--- src/rtl/latch_wr_sequencer_if.sv ---
// Producer handshake plus latch-bank drive bus for latch_wr_sequencer.
// lat_p exists only when LATCH_WR_SEQUENCER_PARITY_EN is defined.
interface latch_wr_sequencer_if #(
  parameter int DATA_W = 8,
  parameter int ADDR_W = 2
);
  localparam int NLAT = 2 ** ADDR_W;

  logic              in_valid;
  logic              in_ready;
  logic [ADDR_W-1:0] in_addr;
  logic [DATA_W-1:0] in_data;
  logic [DATA_W-1:0] lat_d;
  logic [NLAT-1:0]   lat_en;
  logic              busy;
  logic              done;
`ifdef LATCH_WR_SEQUENCER_PARITY_EN
  logic              lat_p;
`endif

  modport master (
    output in_valid, in_addr, in_data,
    input  in_ready, lat_d, lat_en, busy, done
`ifdef LATCH_WR_SEQUENCER_PARITY_EN
    , input lat_p
`endif
  );

  modport slave (
    input  in_valid, in_addr, in_data,
    output in_ready, lat_d, lat_en, busy, done
`ifdef LATCH_WR_SEQUENCER_PARITY_EN
    , output lat_p
`endif
  );
endinterface

--- src/rtl/latch_wr_sequencer.sv ---
// Setup/pulse/hold write sequencer for a bank of enable-gated latches.
// Optional parity output under LATCH_WR_SEQUENCER_PARITY_EN.
module latch_wr_sequencer #(
  parameter int DATA_W    = 8,
  parameter int ADDR_W    = 2,
  parameter int SETUP_CYC = 1,
  parameter int PULSE_CYC = 2,
  parameter int HOLD_CYC  = 1
) (
  input  logic                 clk,
  input  logic                 reset,
  latch_wr_sequencer_if.slave  bus
);
  localparam int NLAT = 2 ** ADDR_W;
  localparam logic [3:0] SETUP_LD = 4'(SETUP_CYC - 1);
  localparam logic [3:0] PULSE_LD = 4'(PULSE_CYC - 1);
  localparam logic [3:0] HOLD_LD  = 4'(HOLD_CYC - 1);

  typedef enum logic [1:0] {IDLE, SETUP, PULSE, HOLD} state_e;

  state_e            state_q, state_d;
  logic [3:0]        cnt_q, cnt_d;
  logic [ADDR_W-1:0] addr_q, addr_d;
  logic [DATA_W-1:0] lat_d_q, lat_d_d;
  logic [NLAT-1:0]   lat_en_q, lat_en_d;
  logic              ready_q, ready_d;
  logic              busy_q, busy_d;
  logic              done_q, done_d;
  logic              accept;

  assign accept = (state_q == IDLE) && ready_q && bus.in_valid;

  always_ff @(posedge clk or posedge reset) begin
    if (reset) begin
      state_q <= IDLE;
      cnt_q   <= '0;
    end else begin
      state_q <= state_d;
      cnt_q   <= cnt_d;
    end
  end

  always_comb begin
    state_d = state_q;
    cnt_d   = cnt_q;
    case (state_q)
      IDLE: if (accept) begin
        state_d = SETUP;
        cnt_d   = SETUP_LD;
      end
      SETUP: if (cnt_q == 4'd0) begin
        state_d = PULSE;
        cnt_d   = PULSE_LD;
      end else cnt_d = cnt_q - 4'd1;
      PULSE: if (cnt_q == 4'd0) begin
        state_d = HOLD;
        cnt_d   = HOLD_LD;
      end else cnt_d = cnt_q - 4'd1;
      HOLD: if (cnt_q == 4'd0) begin
        state_d = IDLE;
        cnt_d   = '0;
      end else cnt_d = cnt_q - 4'd1;
      default: begin
        state_d = IDLE;
        cnt_d   = '0;
      end
    endcase
  end

  // Outputs are decoded from the next state so every pin is a plain flop.
  always_comb begin
    addr_d   = accept ? bus.in_addr : addr_q;
    lat_d_d  = accept ? bus.in_data : lat_d_q;
    lat_en_d = (state_d == PULSE) ? (NLAT'(1) << addr_q) : '0;
    busy_d   = (state_d != IDLE);
    ready_d  = (state_d == IDLE);
    done_d   = (state_q == HOLD) && (state_d == IDLE);
  end

  always_ff @(posedge clk or posedge reset) begin
    if (reset) begin
      addr_q   <= '0;
      lat_d_q  <= '0;
      lat_en_q <= '0;
      ready_q  <= 1'b0;
      busy_q   <= 1'b0;
      done_q   <= 1'b0;
    end else begin
      addr_q   <= addr_d;
      lat_d_q  <= lat_d_d;
      lat_en_q <= lat_en_d;
      ready_q  <= ready_d;
      busy_q   <= busy_d;
      done_q   <= done_d;
    end
  end

  assign bus.in_ready = ready_q;
  assign bus.lat_d    = lat_d_q;
  assign bus.lat_en   = lat_en_q;
  assign bus.busy     = busy_q;
  assign bus.done     = done_q;

`ifdef LATCH_WR_SEQUENCER_PARITY_EN
  logic lat_p_q, lat_p_d;

  assign lat_p_d = accept ? ^bus.in_data : lat_p_q;

  always_ff @(posedge clk or posedge reset) begin
    if (reset) lat_p_q <= 1'b0;
    else       lat_p_q <= lat_p_d;
  end

  assign bus.lat_p = lat_p_q;
`endif
endmodule

--- src/flat_wrapper.sv ---
// flat-port wrapper written by rule: the top's interface ports become plain ports
module latch_wr_sequencer_flat 
#(
  parameter int DATA_W    = 8,
  parameter int ADDR_W    = 2,
  parameter int SETUP_CYC = 1,
  parameter int PULSE_CYC = 2,
  parameter int HOLD_CYC  = 1
)
  (clk, reset, bus_in_valid, bus_in_addr, bus_in_data, bus_in_ready, bus_lat_d, bus_lat_en, bus_busy, bus_done);
  latch_wr_sequencer_if #(.DATA_W(DATA_W), .ADDR_W(ADDR_W)) bus_i ();
  input  logic clk;
  input  logic reset;
  input wire logic [$bits(bus_i.in_valid)-1:0] bus_in_valid;
  input wire logic [$bits(bus_i.in_addr)-1:0] bus_in_addr;
  input wire logic [$bits(bus_i.in_data)-1:0] bus_in_data;
  output wire logic [$bits(bus_i.in_ready)-1:0] bus_in_ready;
  output wire logic [$bits(bus_i.lat_d)-1:0] bus_lat_d;
  output wire logic [$bits(bus_i.lat_en)-1:0] bus_lat_en;
  output wire logic [$bits(bus_i.busy)-1:0] bus_busy;
  output wire logic [$bits(bus_i.done)-1:0] bus_done;
  assign bus_i.in_valid = bus_in_valid;
  assign bus_i.in_addr = bus_in_addr;
  assign bus_i.in_data = bus_in_data;
  assign bus_in_ready = bus_i.in_ready;
  assign bus_lat_d = bus_i.lat_d;
  assign bus_lat_en = bus_i.lat_en;
  assign bus_busy = bus_i.busy;
  assign bus_done = bus_i.done;
  latch_wr_sequencer #(.DATA_W(DATA_W), .ADDR_W(ADDR_W), .SETUP_CYC(SETUP_CYC), .PULSE_CYC(PULSE_CYC), .HOLD_CYC(HOLD_CYC)) u_core (.clk(clk), .reset(reset), .bus(bus_i));
endmodule
--- config.mk ---
export PLATFORM = sky130hd
export DESIGN_NAME = latch_wr_sequencer_flat
export DESIGN_NICKNAME = d
export VERILOG_FILES = /design/src/rtl/latch_wr_sequencer_if.sv /design/src/rtl/latch_wr_sequencer.sv /design/src/flat_wrapper.sv
export SDC_FILE = /design/constraint.sdc
export NUM_CORES = 1
export LEC_CHECK = 0
export ABC_CLOCK_PERIOD_IN_PS = 2000
export CORE_MARGIN = 8
export CORE_UTILIZATION = 45
export CTS_BUF_LIST = sky130_fd_sc_hd__clkbuf_8
export DETAILED_ROUTE_END_ITERATION = 16
export GPL_TIMING_DRIVEN = 0
export PLACE_DENSITY = 0.87
export SETUP_SLACK_MARGIN = 0.4
export SYNTH_ARGS = -nofsm -noshare
export SYNTH_HDL_FRONTEND = slang
export SYNTH_SLANG_ARGS = --single-unit
--- constraint.sdc ---
create_clock -name clk -period 2 [get_ports clk]
set_input_delay 0.4 -clock clk [delete_from_list [all_inputs] [get_ports clk]]
set_output_delay 0.4 -clock clk [all_outputs]
set_load 0.05 [all_outputs]
==> impl_metrics.yaml, run 1 <==
status:
  status: "completed"
drt:
  dr.pass1.iters: 4
  vias_per_cell: 5.219
  routedWlPerCell_um: 14.57
  ant_nets: 0
  vias: 715
  dr.first_iter.drc_count: 10
  drc: 0
  wl_mm: 1.996
clock_network:
  cts_sinks: 23
  cts_max_path_buffers: 2
  cts_hold_buf: 0
  clock_latency_ns: 0.26
  numCtsBuffers: 3
  cts_root_buf: "clkbuf_8"
  cts_tree: "built"
  clk_pin_slew_ns: 0.08
  htreeDepth: 1
timing:
  period_minus_slack_ns: 1.577
  min_period_over_period: 0.7886
  fmax_ghz: 0.6340
  slew_headroom: 0.4292
  worst_pin_slew_ns: 0.8552
  hold_viol: 0
  skew_ns: 0.002825
  setup_viol: 0
  rsz0062_at_grt: "yes"
  setup_tns_ns: 0
  slew_viol_final: 0
synth:
  synthTopCellsByCount: "dfrtp_1, mux2_2, nand2_1"
  yosysSeqAreaShare: 0.5935
  netlist_area_um2: 969.7
  synth_mux_area_frac: 0.1265
  yosys-top-cells-area: "dfrtp_1, mux2_2, ha_1, nor3b_1, nand2_1"
  synth_xor_area_frac: 0.009032
  syn-num-nets: 92
  synthSimpleGateAreaFrac: 0.1497
  yosys.area_share.adder: 0.02581
  avgSynthCellArea_um2: 12.59
  synth-compound-area-share: 0.06839
  synth_top_family_by_area: "simple AND/OR/NAND/NOR gates"
  ys_ff_latch: 23
  yosysUniqueCellTypes: 29
  synth-edff-count: 0
  synth_warnings: 0
  synth_most_common_cell: "dfrtp_1"
  synth_area_leader_cell: "dfrtp_1"
  synth_top_area_share: 0.5935
  synthFlopType: "dfrtp_1"
  async_flop_share: 1.000
  synthCells: 77
die:
  dieArea_um2: 3896
  num_io_pins: 28
  die_w_um: 62.42
  coreArea_um2: 2127
  die_h_um: 62.42
  rows: 17
  initial_core_util: 0.4559
place:
  dp_cells: 132
  io_buffers: 27
  place_hpwl_mm: 1.482
  place_congestion: 0.7470
critical_path:
  crit_required_ns: 2.17
  critPathArrivalTime_ns: 1.75
  crit_family: "simple AND/OR/NAND/NOR gates"
  cpMaxStageDelayCell: "or3b_4"
  critPathLaunchType: "register"
  critPathKind: "register to register"
  crit_chain: "inv_1 -> ha_2 -> or3b_4 -> mux2i_4 -> nor3_1"
  critPathMaxFanout: 4
  cp-end-kind: "register"
  critPathBufInv: 1
  max_stage_delay_ns: 0.41
worst_hold_path:
  hold_class: "register to register"
final_layout:
  stdcell_count: 137
  ff_latch_area_um2: 576.8
  finalNetCount: 125
  drive_above_1_share: 0.2569
  nFillCells: 169
  n_antenna_cell: 0
  syn2layout_area_growth_pct: 38.84
  multi_input_area_um2: 400.4
global_routing:
  grt.overflow.total: 0
  track_usage: 0.09910
  grt_max_degree: 24
  antenna_found_initial: 0
  grt_pass1_vias: 774
  grt_pass1_wl_mm: 3.243
run:
  max_cap_violations: 0
pwr:
  power.total_w: 0.002442
  pwr_density_cell_nw_per_um2: 1814
  cellLeakagePower_nw: 0.6255
  ir_drop_mv: 1.393
logic make-up after synthesis:
group,after synthesis
AO/OA/AOI/OAI,10
buffers and inverters,6
XOR/XNOR,1
AND/OR/NAND/NOR,24
multiplexers,11
flip-flops,23
adder cells (fa/ha/maj),2
final cells by class:
type / count / share of cell area
plain buffers: 3 / 0.01580
inverters: 3 / 0.008364
clock inverters: 1 / 0.002788
repair buffers: 28 / 0.1905
multi-input cells: 48 / 0.2974
well taps: 28 / 0.02602
clock buffers: 3 / 0.03067
flip-flops and latches: 23 / 0.4284
registers in the layout, summed over array words and instances (netlist names):
register	cells
u_core.bus.lat_d	8
u_core.bus.lat_en	4
u_core.cnt_q	4
u_core.addr_q	2
u_core.state_q	2
u_core.bus.busy	1
u_core.bus.done	1
u_core.bus.in_ready	1
power breakdown:
group / internal (W) / switching (W) / leakage (nW)
combinational: 0.000501 / 0.000851 / 0.313
sequential: 0.000677 / 0.000132 / 0.285
clock: 0.000137 / 0.000143 / 0.0269
path summary, 6_finish.rpt:
check	from	to	slack (ns)	cells after the start
worst max-delay path	u_core.cnt_q[0]	u_core.bus.lat_en[0]	0.42	5
worst min-delay path	u_core.bus.lat_d[7]	u_core.bus.lat_d[7]	0.50	1
worst max register to register	u_core.cnt_q[0]	u_core.bus.lat_en[0]	0.42	5
worst min register to register	u_core.bus.lat_d[7]	u_core.bus.lat_d[7]	0.50	1
max in group asynchronous	reset	u_core.bus.in_ready	0.80	2
min in group asynchronous	reset	u_core.addr_q[1]	0.62	2
layer usage:
metal  GRT usage  wire length, µm
met3     0.05018              157
met5           0                0
met2      0.1785             1052
met1     0.09674              786
met4     0.02849                0
stage by stage:
stage	hold WS, ns	util	setup slack, ns	instance area [µm²]
floorplan	0.4019	-	0.5421	970.9
global placement	0.4823	0.6000	0.08936	1276
detailed placement	0.4881	0.6000	0.05581	1276
CTS	0.4989	0.6206	0.3984	1320
global route	0.5261	0.6329	0.3731	1346
finish	0.5044	0.6329	0.4227	1346
layout by cell type, fill, tap and decap left out, types with 2 or more instances in the layout:
cell / count
a21oi_1: 2
buf_2: 2
clkbuf_8: 3
clkdlybuf4s50_1: 12
dfrtp_1: 22
dlygate4sd2_1: 13
inv_1: 3
mux2_2: 10
nand2_1: 5
nor2_1: 3
nor2b_1: 3
nor3b_2: 3
o21ai_0: 2
timing repair:
action	CTS	global route
hold endpoints to repair	0	0
endpoints found under the setup margin	33	6
buffers inserted	0	1
gates resized for setup	20	8
gates cloned	0	0
Power figures use the tool's default switching activity.
==> run 2: changes to the inputs <==
- ABC_CLOCK_PERIOD_IN_PS: 2000 -> 1400
- CORE_UTILIZATION: 45 -> 43
- clock period: 2 -> 1.4 ns (I/O delays scaled with it)
==> run 2 against run 1 <==
Compared with the run above: the flow now finishes with violations (negative setup slack); clock skew hardly changed; register-to-register slack got worse by 0.56 ns; final cell count increased by 13%; die area grew 3.4%; wire length up 38%; count of clock-buffer cells in the layout is the same; utilization is 13 points higher; clock power is 45% higher; critical path depth unchanged; maximum frequency rose by 2.8%; largest power group unchanged.
==> impl_metrics.yaml, run 2 (synthesized netlist as in run 1, its figures left out) <==
status:
  status: "complete, but fails checks"
  violations: "negative setup slack"
timing:
  worst_pin_slew_ns: 0.4921
  slew_viol_final: 0
  rsz0062_at_grt: "yes"
  period_minus_slack_ns: 1.534
  whs_ns: 0.3878
  min_period_over_period: 1.096
  setup_tns_ns: -1.034
  hold_viol: 0
  setup_viol: 14
  skew_ns: 0.002762
  slew_headroom: 0.6712
  fin_ws_ns: -0.1342
  fmax_ghz: 0.6518
final_layout:
  largest_register_ff_count: 8
  syn2layout_area_growth_pct: 70.32
  nFillCells: 128
  finalNetCount: 143
  n_antenna_cell: 0
  drive_above_1_share: 0.5433
  ff_latch_area_um2: 576.8
  multi_input_area_um2: 484.2
  final_cell_mix: "dfrtp_1, buf_6, buf_4"
  final_common_cell: "dfrtp_1"
  design_area_um2: 1652
pwr:
  power.total_w: 0.004413
  cellLeakagePower_nw: 0.7610
  ir_drop_mv: 2.007
  pwr_density_cell_nw_per_um2: 2672
place:
  place_ws_ns: -0.3290
  place_congestion: 0.8093
  io_buffers: 27
  place_hpwl_mm: 1.480
  placed_area_um2: 1316
critical_path:
  cp-end-kind: "register"
  crit_required_ns: 1.59
  r2r_start: "u_core.cnt_q[0]"
  r2r_cells: 5
  critPathLaunchType: "register"
  critPathArrivalTime_ns: 1.72
  critPathKind: "register to register"
  critPathMaxFanout: 4
  crit_start: "u_core.cnt_q[0]"
clock_network:
  cts_sinks: 23
  clock_latency_ns: 0.26
  cts_root_buf: "clkbuf_8"
  cts_max_path_buffers: 2
  clk_pin_slew_ns: 0.08
  htreeDepth: 1
  numCtsBuffers: 3
  cts_tree: "built"
  cts_hold_buf: 0
drt:
  wl_met3_um: 167
  dr.pass1.iters: 4
  dr.first_iter.drc_count: 13
  wl_met1_mm: 1.092
  routedWlPerCell_um: 17.82
  vias: 815
  top_layer: "met3"
  wl_mm: 2.762
  ant_nets: 0
  wl_met2_mm: 1.502
  drc: 0
  vias_per_cell: 5.258
die:
  die_h_um: 63.49
  die_w_um: 63.49
  dieArea_um2: 4030
  initial_core_util: 0.4469
  rows: 17
  num_io_pins: 28
  coreArea_um2: 2170
global_routing:
  grt.overflow.total: 0
  grt_pass1_wl_mm: 4.195
  track_usage: 0.1272
  antenna_found_initial: 0
  grt_pass1_vias: 851
  grt_max_degree: 24
run:
  max_cap_violations: 0
worst_hold_path:
  hold_class: "input pin to async pin"
## run 2: repair_timing
| action | CTS | global route |
|---|---|---|
| setup endpoints to repair | 61 | 38 |
| endpoints found under the hold margin | 0 | 0 |
| cloned | 1 | 0 |
| resized for setup | 128 | 6 |
| pin swaps | 8 | 3 |
| buffers inserted | 11 | 7 |
## run 2: layout make-up
cell class,instances,share of cell area
Sequential cell,23,0.3492
Multi-Input combinational cell,48,0.2932
Timing Repair Buffer,46,0.2841
Clock buffer,3,0.02500
Tap cell,28,0.02121
Buffer,3,0.01515
Inverter,3,0.009091
Clock inverter,1,0.003030
## run 2: worst max-delay path, cell delays in order, from the launching register on
cell and delay (ns):
dfrtp_1 0.44, inv_2 0.10, ha_4 0.12, or3b_4 0.41
mux2i_4 0.22, nor3b_2 0.17
## run 2: path summary, 6_finish.rpt
| kind | slack (ns) | endpoint |
|---|---|---|
| worst max-delay path | -0.13 | u_core.bus.lat_en[1] |
| worst min-delay path | 0.39 | u_core.bus.lat_d[0] |
| worst max register to register | -0.13 | u_core.bus.lat_en[1] |
| worst min register to register | 0.52 | u_core.bus.lat_en[1] |
| max in group asynchronous | 0.70 | u_core.bus.in_ready |
| min in group clk | 0.52 | u_core.bus.lat_en[1] |
## run 2: routing by layer
metal  vias up  global-route usage
met1       418              0.1421
met4         0             0.01671
li1        372                   -
met2        25              0.2231
met5         -                   0
met3         0             0.05477
## run 2: per-stage QoR
stage               utilization  cells
global route             0.7612    155
detailed placement       0.6067    132
global placement         0.6067    132
floorplan                     -     77
CTS                      0.7249    148
finish                   0.7612    155
## run 2: power breakdown
group | total (W) | switching [W] | internal (W)
Combinational | 0.00278 | 0.00142 | 0.00136
Sequential | 0.00123 | 0.000259 | 0.000970
Clock | 0.000406 | 0.000208 | 0.000198
Total | 0.00441 | 0.00189 | 0.00253
==> patch 1 (settings of run 2) <==
Re-encode `state_e` (4 states) as one-hot, 4 bits wide.
--- a/src/rtl/latch_wr_sequencer.sv
+++ b/src/rtl/latch_wr_sequencer.sv
@@ -16,7 +16,7 @@
   localparam logic [3:0] PULSE_LD = 4'(PULSE_CYC - 1);
   localparam logic [3:0] HOLD_LD  = 4'(HOLD_CYC - 1);
 
-  typedef enum logic [1:0] {IDLE, SETUP, PULSE, HOLD} state_e;
+  typedef enum logic [3:0] {IDLE = 4'b0001, SETUP = 4'b0010, PULSE = 4'b0100, HOLD = 4'b1000} state_e;
 
   state_e            state_q, state_d;
   logic [3:0]        cnt_q, cnt_d;
Formal check against the unedited RTL: no difference found for any inputs over 10 cycles, from zero or initial values and one cycle with reset high; not proved beyond that.
==> patch 1 against run 2 <==
  * The flow still finishes with violations (negative setup slack)
  * Via count is 7.6% higher
  * Routed wire length is 6.4% lower
  * Power is 0.55% higher
  * Final area is 5.5% higher
  * Worst setup slack worse by 230 ps
  * Synthesized area is 15% higher
  * Cell count is 9.7% higher
  * Sequential cell count is 2 higher
  * Clock skew is 2.5 ps higher
  * Hold slack better by 12 ps
  * Largest power group unchanged
==> patch 1: results (changes against run 2) <==
[synth]
synth.net_count = 107  ; +16%
synth-xor-area-share = 0.0235  ; +0.0145
yosysSeqAreaShare = 0.562  ; -0.0319
synth-compound-area-share = 0.0818  ; +0.0135
netlist_top_cells_area = dfrtp_1 (54%), mux2_2 (11%), nor3b_1 (3.4%)
synthTopCellsByCount = dfrtp_1 (24), mux2_2 (11), nand2_1 (7)
syn_inst = 92  ; +19%
synthAdderAreaFrac = 0.0224  ; -0.00338

[timing]
hold-worst-slack_ps = 399  ; +11.6 ps
clock_skew_ps = 5.26  ; +2.50 ps
setup_slack_ps = -364  ; -230 ps
finalSetupViolations = 24  ; +10
fin_tns_setup_ps = -6240  ; -5210 ps

[power_and_ir_drop]
p_sw_mw = 1.90  ; +0.75%
vdd_drop_max_mv = 1.48  ; -26%
p_leak_nw = 0.801  ; +5.3%

[placed_design]
place_congestion = 0.826  ; +2.0%
placed_cell_area_um2 = 1460  ; +11%
post-place-ws_ps = -432  ; -103 ps

[setup_path]
max_stage_delay_ps = 580  ; +140 ps
crit_end = u_core.bus.lat_d[4]
worstPathMaxFanout = 9  ; +5
crit_arrival_ps = 1920  ; +200 ps
rr_worst_depth = 4  ; -1
r2r_start = u_core.state_q[3]

[final_layout]
drive_gt1_frac = 0.500  ; -0.0433
nets = 156  ; +9.1%

[global_route]
grt_max_degree = 26  ; +8.3%
grt_pass1_wl_mm = 4.28  ; +2.0%

[run_status]
status = finished, violations left
violations = negative setup slack

[clocking]
cts_resized = 121  ; -5.5%

[route]
routed_wl_mm = 2.59  ; -6.4%

## patch 1: layout make-up
| type | instances | area [um2] | share of cell area |
|---|---|---|---|
| buffer | 3 | 27.5 | 0.0158 |
| clock buffer | 3 | 41.3 | 0.0237 |
| clock inverter | 1 | 7.51 | 0.00431 |
| inverter | 5 | 22.5 | 0.0129 |
| multi-input combinational | 60 | 559 | 0.321 |
| sequential | 25 | 627 | 0.360 |
| tap | 30 | 37.5 | 0.0215 |
| timing repair buffer | 43 | 420 | 0.241 |
## patch 1: layer usage
metal	track usage	wire, um
met5	0	0
met4	0.0548	31
met3	0.0302	186
met2	0.211	1310
met1	0.147	1060
## patch 1: power by group through the flow
stage	Clock [mW]	Sequential, mW	Combinational (mW)
global placement	0	1.18	2.08
floorplan	0	1.73	1.01
detailed placement	0	1.20	2.12
CTS	0.444	1.19	2.69
global route	0.477	1.24	2.98
finish	0.431	1.20	2.81
==> patch 2 (flow settings as in run 2) <==
Without the edit above. `DATA_W` is set to 8 in 3 places; all go to 10.
--- a/src/rtl/latch_wr_sequencer_if.sv
+++ b/src/rtl/latch_wr_sequencer_if.sv
@@ -1,7 +1,7 @@
 // Producer handshake plus latch-bank drive bus for latch_wr_sequencer.
 // lat_p exists only when LATCH_WR_SEQUENCER_PARITY_EN is defined.
 interface latch_wr_sequencer_if #(
-  parameter int DATA_W = 8,
+  parameter int DATA_W = 10,
   parameter int ADDR_W = 2
 );
   localparam int NLAT = 2 ** ADDR_W;
--- a/src/rtl/latch_wr_sequencer.sv
+++ b/src/rtl/latch_wr_sequencer.sv
@@ -1,7 +1,7 @@
 // Setup/pulse/hold write sequencer for a bank of enable-gated latches.
 // Optional parity output under LATCH_WR_SEQUENCER_PARITY_EN.
 module latch_wr_sequencer #(
-  parameter int DATA_W    = 8,
+  parameter int DATA_W    = 10,
   parameter int ADDR_W    = 2,
   parameter int SETUP_CYC = 1,
   parameter int PULSE_CYC = 2,
--- a/src/flat_wrapper.sv
+++ b/src/flat_wrapper.sv
@@ -1,7 +1,7 @@
 // flat-port wrapper written by rule: the top's interface ports become plain ports
 module latch_wr_sequencer_flat 
 #(
-  parameter int DATA_W    = 8,
+  parameter int DATA_W    = 10,
   parameter int ADDR_W    = 2,
   parameter int SETUP_CYC = 1,
   parameter int PULSE_CYC = 2,
Interface: changed (resized bus_in_data and bus_lat_d); port bits go from 28 to 32. The function was not compared with the original's and may differ.
==> patch 2 against run 2 <==
  * Clock skew is essentially flat
  * Power rose by 20%
  * Worst setup slack worse by 47 ps
  * Final area increased by 16%
  * Clock power rose by 3%
  * Routed wire length up 26%
  * The run still ends with negative setup slack left
  * Synthesized area rose by 8.5%
  * Synthesized cell count increased by 3.9%
  * First-iteration DRC count grew to 3.9 times the old value
  * Sequential power rose by 11%
  * Critical path depth unchanged
  * Sequential cell count rose by 2
  * Non-clock buffer count up 14
==> patch 2: results (changes against run 2) <==
[run_status]
status = finished, violations left
violations = negative setup slack

[final_layout]
buffers = 63  ; +29%
fin_area_um2 = 1920  ; +16%
buffer_area_frac = 0.326  ; +0.0269
drive_gt1_frac = 0.625  ; +0.0817
nets = 162  ; +13%
comb.multi_input.count = 49  ; +2.1%
multi_input_comb_area_um2 = 571  ; +18%
sh_seq_area = 0.326  ; -0.0231
clkCellAreaFrac = 0.0234  ; -0.00459

[timing]
finalSetupViolations = 16  ; +2
fin_tns_setup_ps = -958  ; +76.3 ps
setup_slack_ps = -182  ; -47.3 ps
hold-worst-slack_ps = 426  ; +38.4 ps
tightest_slew_ps = 532  ; +40.4 ps
clock_skew_ps = 3.06  ; +0.300 ps

[global_route]
gr-usage-all-layers = 0.134  ; +0.00643

[setup_path]
critical-path-slowest-cell = or3b_4
ff2ff_setup_slack_ps = -180  ; -50 ps

[placed_design]
dp_hpwl_mm = 1.69  ; +14%
port_buffers = 31  ; +15%
dp.cells = 141  ; +6.8%
place_congestion = 0.761  ; -6.0%
placed_cell_area_um2 = 1430  ; +8.4%

[route]
drt-initial-drc-count = 51  ; +38
viasPerCell = 5.28  ; +0.45%
routed_wl_mm = 3.48  ; +26%

[synth]
yosysSeqAreaShare = 0.595  ; +0.000982
syn_avg_cell_area_um2 = 13.2  ; +4.4%

[power_and_ir_drop]
vdd_drop_max_mv = 1.92  ; -4.3%

patch 2: cell types whose count changed after synthesis, sizes merged:
cell    delta
a211o      -1
dfrtp      +2
mux2       +2
nand3      -1
nand3b     -1
o21bai     +1
o31ai      +2
o32a       +1
o32ai      -1
or3        -1
patch 2: final timing paths:
path                                   from              endpoint  depth (start not counted)
setup / recovery            u_core.cnt_q[1]  u_core.bus.lat_en[2]                          5
hold / removal                        reset  u_core.bus.lat_en[3]                          2
setup reg to reg            u_core.cnt_q[1]  u_core.bus.lat_en[2]                          5
hold reg to reg            u_core.addr_q[0]  u_core.bus.lat_en[0]                          1
max in group asynchronous             reset   u_core.bus.in_ready                          2
min in group clk               bus_in_valid       u_core.bus.busy                          3
patch 2: what timing repair did:
action,in CTS,in global routing
setup endpoints to repair,67,42
gates cloned,1,0
setup buffers,11,17
resized for setup,140,23
pin swaps,6,8
patch 2: worst register-to-register path, cell delays in order, from the launching register on:
cell and delay (ps):
dfrtp_1 390, inv_2 90, ha_4 140, or3b_4 410
mux2i_4 230, nor3b_2 230
patch 2: routing by layer:
metal	wire, um	vias up	part of all wire	global-route usage
li1	-	411	-	-
met1	1450	465	0.42	0.140
met2	1750	37	0.50	0.236
met3	196	6	0.056	0.0323
met4	87	0	0.025	0.0817
met5	0	-	0	0
patch 2: kinds of logic after synthesis:
group	after synthesis	share of synthesized area
DFF	25	0.595
and+or+nand+nor	21	0.128
muxes	13	0.138
AOI/OAI and AO/OA	12	0.0797
buffers and inverters	6	0.0274
adders and majority gates	2	0.0238
xor gates and xnor gates	1	0.00832
patch 2: power by group:
group	internal (mW)	switching, mW
registers	1.06	0.306
clock network	0.196	0.223
logic	1.76	1.76
total	3.02	2.29
